[src/rtl/replicacao_pixel.sv]
// rtl/replicacao_pixel.sv - nearest-neighbour pixel replication upscaler
//
// Reads a LARGURA x ALTURA 8-bit raster image from a synchronous-read source
// memory. Writes a (LARGURA*FATOR) x (ALTURA*FATOR) image in which every source
// pixel becomes a FATOR x FATOR block. One output pixel is produced per clock.
//
// Ports:
//   clk          rising-edge clock
//   reset        asynchronous active-high reset
//   iniciar      start request, accepted only while idle
//   end_leitura  source read address (registered)
//   dado_leitura source data, valid one cycle after end_leitura
//   end_escrita  destination write address (registered)
//   dado_escrita destination write data (registered)
//   escrita_en   destination write strobe
//   ocupado      high while a frame is in progress
//   pronto       one-cycle completion pulse
module replicacao_pixel #(
    parameter int LARGURA    = 40,
    parameter int ALTURA     = 30,
    parameter int FATOR      = 2,
    parameter int NEW_LARG   = LARGURA * FATOR,
    parameter int NEW_ALTURA = ALTURA * FATOR,
    localparam int AW_IN  = (LARGURA * ALTURA > 1) ? $clog2(LARGURA * ALTURA) : 1,
    localparam int AW_OUT = (NEW_LARG * NEW_ALTURA > 1) ? $clog2(NEW_LARG * NEW_ALTURA) : 1
) (
    input  logic              clk,
    input  logic              reset,
    input  logic              iniciar,
    output logic [AW_IN-1:0]  end_leitura,
    input  logic [7:0]        dado_leitura,
    output logic [AW_OUT-1:0] end_escrita,
    output logic [7:0]        dado_escrita,
    output logic              escrita_en,
    output logic              ocupado,
    output logic              pronto
);

    localparam int FW = (FATOR > 1) ? $clog2(FATOR) : 1;

    localparam logic [FW-1:0]    F_ULT   = FW'(FATOR - 1);
    localparam logic [AW_IN-1:0] L_ULT   = AW_IN'(LARGURA - 1);
    localparam logic [AW_IN-1:0] A_ULT   = AW_IN'(ALTURA - 1);
    localparam logic [AW_IN-1:0] L_PASSO = AW_IN'(LARGURA);

    typedef enum logic [1:0] {OCIOSO, VARRE, DRENO, FIM} estado_t;

    estado_t estado, prox;

    // sc/sl count replicas of the current source pixel/row; col/row walk the
    // source image; base is the start address of the current source row.
    logic [FW-1:0]     sc, sl, n_sc, n_sl;
    logic [AW_IN-1:0]  col, row, base, n_col, n_row, n_base;
    logic [AW_OUT-1:0] windex;
    logic              valido2;
    logic              ultimo;

    // The pixel currently being read is the final output pixel of the frame.
    assign ultimo = (sc == F_ULT) && (col == L_ULT) && (sl == F_ULT) && (row == A_ULT);

    always_comb begin
        n_sc   = sc;
        n_col  = col;
        n_sl   = sl;
        n_row  = row;
        n_base = base;
        if (sc == F_ULT) begin
            n_sc = '0;
            if (col == L_ULT) begin
                n_col = '0;
                if (sl == F_ULT) begin
                    n_sl   = '0;
                    n_row  = row + 1'b1;
                    n_base = base + L_PASSO;
                end else begin
                    // Same source row is re-read for the next output row.
                    n_sl = sl + 1'b1;
                end
            end else begin
                n_col = col + 1'b1;
            end
        end else begin
            n_sc = sc + 1'b1;
        end
    end

    always_comb begin
        prox = estado;
        unique case (estado)
            OCIOSO: if (iniciar) prox = VARRE;
            VARRE:  if (ultimo) prox = DRENO;
            DRENO:  if (!valido2) prox = FIM;
            FIM:    prox = OCIOSO;
        endcase
    end

    always_ff @(posedge clk or posedge reset) begin
        if (reset) begin
            estado       <= OCIOSO;
            sc           <= '0;
            sl           <= '0;
            col          <= '0;
            row          <= '0;
            base         <= '0;
            windex       <= '0;
            valido2      <= 1'b0;
            end_leitura  <= '0;
            end_escrita  <= '0;
            dado_escrita <= '0;
            escrita_en   <= 1'b0;
            ocupado      <= 1'b0;
            pronto       <= 1'b0;
        end else begin
            estado  <= prox;
            ocupado <= (prox == VARRE) || (prox == DRENO);
            pronto  <= (prox == FIM);

            // Stage 2: the memory returns data one cycle after the address
            // register, so valido2 marks cycles where dado_leitura is live.
            valido2      <= (estado == VARRE);
            escrita_en   <= valido2;
            dado_escrita <= valido2 ? dado_leitura : 8'h00;
            if (valido2) begin
                end_escrita <= windex;
                windex      <= windex + 1'b1;
            end else if (estado == FIM) begin
                end_escrita <= '0;
                windex      <= '0;
            end

            unique case (estado)
                OCIOSO: begin
                    if (iniciar) begin
                        sc          <= '0;
                        sl          <= '0;
                        col         <= '0;
                        row         <= '0;
                        base        <= '0;
                        windex      <= '0;
                        end_leitura <= '0;
                    end
                end
                VARRE: begin
                    if (!ultimo) begin
                        sc          <= n_sc;
                        sl          <= n_sl;
                        col         <= n_col;
                        row         <= n_row;
                        base        <= n_base;
                        end_leitura <= n_base + n_col;
                    end
                end
                DRENO: begin
                end
                FIM: begin
                    end_leitura <= '0;
                end
            endcase
        end
    end

endmodule

[config.mk]
export PLATFORM = sky130hd
export DESIGN_NAME = replicacao_pixel
export DESIGN_NICKNAME = d
export VERILOG_FILES = /design/src/rtl/replicacao_pixel.sv
export SDC_FILE = /design/constraint.sdc
export NUM_CORES = 1
export LEC_CHECK = 0
export CAP_MARGIN = 20
export CORE_UTILIZATION = 60
export DETAILED_ROUTE_END_ITERATION = 12
export PLACE_DENSITY_LB_ADDON = 0.3
export SYNTH_ARGS = -nofsm -noshare
export SYNTH_HDL_FRONTEND = slang
export SYNTH_SLANG_ARGS = --single-unit
export TNS_END_PERCENT = 50
[constraint.sdc]
create_clock -name clk -period 9 [get_ports clk]
set_input_delay 1.8 -clock clk [delete_from_list [all_inputs] [get_ports clk]]
set_output_delay 1.8 -clock clk [all_outputs]
set_load 0.05 [all_outputs]
==> implementation parameters <==
Parameter                              Value

Global routing
  Total routing resource utilization after global routing ... 26.8%
  First-pass GRT wire length ... 15400 um
  Antenna violations before repair ... 0
  Number of global-route vias before repair ... 3200
  Maximum number of pins on one net before global-route repair ... 84
  Sum of overflow across all layers after global routing ... 0

Clock tree
  CTS tree ... done
  Number of gates given a new drive strength after cts ... 0
  CTS HTree Levels ... 3
  Setup bufs post-CTS ... 0
  Clock tree root driver cell ... sky130_fd_sc_hd__clkbuf_8
  Clk_lat worst skew ... 0.35 ns
  Clk sinks ... 83
  Hold-fix buffers, CTS ... 0
  Clock transition at the registers of the reported paths ... 0.08 ns
  CTS Buf Count ... 9
  Maximum buffer depth of the clock tree ... 2

Final layout
  Fraction of layout cells with a size suffix above 1 ... 9.87%
  Final non-filler cell area ... 4870 um^2
  # nets final ... 466
  Layout area overhead ... 16.4%
  Combined area of the multi-input logic cells ... 1990 um^2
  Filler cell count ... 499
  Register area ... 2080 um^2
  Final cell count without fillers ... 526
  Antenna fix cells ... 0

Power
  Leakage power figure ... 1.97 nW
  Sequential share of power ... 51.6%
  Cell-internal power ... 0.000587 W
  Switching share of total power ... 32.6%
  Largest vdd supply drop ... 0.0900 mV
  Portion of total power attributed to the clock network ... 28.3%
  Combinational cell fraction of total power ... 20.2%
  Net switching power figure ... 0.000284 W
  Ratio of total power to cell area ... 179 nW/um^2

Detailed routing
  1st-pass router iterations ... 5
  Vias after detailed routing ... 3328
  Post-detailed-route DRC marker count ... 0
  Count of routing violations after the opening detailed-route iteration ... 156
  Total wirelength of the detailed-routed design ... 8970 um
  Ratio of routed vias to standard cells ... 6.33
  Count of antenna-violating nets left after detailed routing ... 0
  Per-cell routed wire length ... 17.0 um

Place
  Port buffer count ... 45
  Last weighted congestion value of the routability-driven placer ... 0.885
  Half-perimeter wire length of the detailed placement result ... 6070 um
  Total cell area at the placement stage ... 4650 um^2
  Instance count after placement with tap cells included ... 508

Setup path
  Type of destination of the critical path ... flop
  WP data arrival ... 4.01 ns
  Type of origin of the critical path ... flop
  Cell-by-cell listing of the critical path ... ha_1 > nand4_1 > nor4_2 > nand2_1 > mux2_2 > ha_1 > a21oi_1 > nor2b_1 > o31a_1 > o41ai_1 > xnor2_1 > o2bb2ai_1
  CP Max Fanout ... 7
  Largest stage delay on the critical path ... 0.59 ns
  Critical path required time ... 9.21 ns
  Setup CP Type ... flop to flop
  Slowest stage cell on the critical path ... sky130_fd_sc_hd__nor4_2
  Most common cell type on the critical path ... sky130_fd_sc_hd__ha_1

Logic synthesis
  Portion of the post-synthesis area used by sequential elements ... 49.6%
  Dominant register cell in the synthesized netlist ... sky130_fd_sc_hd__dfrtp_1
  Count of warnings emitted by yosys ... 0
  Syn Std Cell Area ... 4180 um^2
  Synth async-reset ratio ... 100%
  Synthesized flop and latch total ... 83
  Nets in the synthesized netlist ... 426
  Average instance area after synthesis ... 10.4 um^2
  Number of enable flip-flop cells after synthesis ... 0
  Synthesized instance count ... 402
  Yosys cell types ... 52

Floorplanning
  Number of I/O pins ... 46
  DIE AREA ... 7310 um^2
  Die X-Extent ... 85.5 um
  Initial Util ... 61.9%
  Std-Cell Rows ... 30
  Vertical die dimension ... 85.5 um
  Placeable core region ... 6760 um^2

STA
  Relative slew slack ... 36.2%
  Post-route clock period utilization ... 42.3%
  Max Freq ... 263 MHz
  Number of endpoints with negative hold slack in the final report ... 0
  Final Critical Period ... 3.81 ns
  Worst hold-check slack ... 0.499 ns
  Clock Skew ... 0.00507 ns
  Unrepaired setup endpoints after global routing ... false
  Endpoints failing setup ... 0
  Number of max-slew violations in the final report ... 0
  Tightest Pin Transition ... 0.957 ns
  Total negative slack for setup checks ... 0 ns

Hold path
  Worst Hold Class ... flop to flop

Job
  MaxCap Viol Count ... 0

Status
  Status ... completed
-- Yosys cell counts, drive strengths merged, types with 9 or more instances --
| master | instances | share of area, % |
|---|---|---|
| a21oi | 17 | 2.0 |
| a22o | 14 | 2.9 |
| and2 | 9 | 1.3 |
| and3 | 9 | 1.3 |
| clkbuf | 13 | 1.2 |
| dfrtp | 83 | 50 |
| ha | 13 | 3.9 |
| nand2 | 26 | 2.3 |
| nand3 | 24 | 2.9 |
| nand4 | 9 | 1.3 |
| nor2 | 29 | 2.6 |
| o21ai | 23 | 3.0 |
| o31ai | 9 | 1.9 |
| or4 | 9 | 1.9 |
| xnor2 | 15 | 3.1 |
| xor2 | 10 | 2.1 |
-- final timing paths --
check                                   to  cells after the start  slack, ns           start
max                        end_leitura[10]                     12       5.19          col[0]
min                         end_leitura[8]                      1       0.50  end_leitura[8]
max reg2reg                end_leitura[10]                     12       5.19          col[0]
min reg2reg                 end_leitura[8]                      1       0.50  end_leitura[8]
max in group asynchronous           row[5]                      4       6.71           reset
min in group asynchronous   end_leitura[1]                      3       1.72           reset
-- critical path: cells and delay by family, from the launching register on --
family	cells	cell delay, ns
simple gates	4	1.22
compound gates	4	0.95
flops	1	0.43
mux	1	0.35
xor+xnor	1	0.17
fa+ha+maj	2	0.54
-- area by class of cell --
type / instances / share of cell area (%)
Inverter: 6 / 0.488
Timing Repair Buffer: 49 / 10.3
Tap cell: 80 / 2.05
Multi-Input combinational cell: 293 / 40.9
Sequential cell: 83 / 42.6
Clock buffer: 10 / 2.83
Clock inverter: 5 / 0.771
-- sequential cells by signal, summed over array words and instances (netlist names) --
signal,cells
end_escrita,13
windex,13
col,11
end_leitura,11
row,11
base,8
dado_escrita,8
estado,2
escrita_en,1
ocupado,1
pronto,1
sc,1
sl,1
valido2,1
-- power by group through the flow --
stage	registers [W]	clock network [W]	logic, W
2_1_floorplan	0.000516	0	0.0000517
3_3_place_gp	0.000452	0	0.000171
3_5_place_dp	0.000456	0	0.000174
4_1_cts	0.000448	0.000252	0.000175
5_1_grt	0.000455	0.000265	0.000188
6_report	0.000449	0.000246	0.000175
-- cell usage in the layout, fill, tap and decap left out, types with 5 or more instances in the layout --
master / instances
sky130_fd_sc_hd__a21oi_1: 17
sky130_fd_sc_hd__a22o_1: 14
sky130_fd_sc_hd__a32o_1: 7
sky130_fd_sc_hd__and2_1: 9
sky130_fd_sc_hd__and3_1: 9
sky130_fd_sc_hd__clkbuf_8: 10
sky130_fd_sc_hd__clkdlybuf4s50_1: 45
sky130_fd_sc_hd__dfrtp_1: 83
sky130_fd_sc_hd__ha_1: 13
sky130_fd_sc_hd__inv_1: 5
sky130_fd_sc_hd__mux2_2: 5
sky130_fd_sc_hd__nand2_1: 26
sky130_fd_sc_hd__nand2b_1: 8
sky130_fd_sc_hd__nand3_1: 24
sky130_fd_sc_hd__nand4_1: 9
sky130_fd_sc_hd__nor2_1: 29
sky130_fd_sc_hd__o21ai_0: 18
sky130_fd_sc_hd__o2bb2ai_1: 5
sky130_fd_sc_hd__o31ai_1: 8
sky130_fd_sc_hd__or2_2: 8
sky130_fd_sc_hd__or3_1: 6
sky130_fd_sc_hd__or4_1: 6
sky130_fd_sc_hd__xnor2_1: 15
sky130_fd_sc_hd__xor2_1: 10
-- metal layers --
layer  wire length, um  global-route usage [%]  vias to the layer above
met5                 0                       0                        -
met4               174                    11.8                        0
met3               387                    3.46                       17
met2              4510                    44.5                       98
met1              3890                    35.7                     1651
li1                  -                       -                     1562
-- cell families (layout without fill, tap and decap cells) --
kind of cell,Yosys count,count (layout),synth area share [%]
flops,83,83,49.6
xor+xnor,25,25,5.23
buf+inv,26,70,2.69
fa+ha+maj,13,13,3.89
compound gates,98,98,17.0
simple gates,150,150,19.7
mux,7,7,1.82
-- metrics by stage --
step	utilization (%)	total power, W	worst slack, ns
after global routing	72.1	0.000907	4.86
after detailed placement	68.9	0.000630	5.06
after global placement	68.9	0.000623	5.13
final	72.1	0.000871	5.19
after floorplan	-	0.000568	5.06
after CTS	71.5	0.000875	5.21
(Power assumes the default switching activity.)
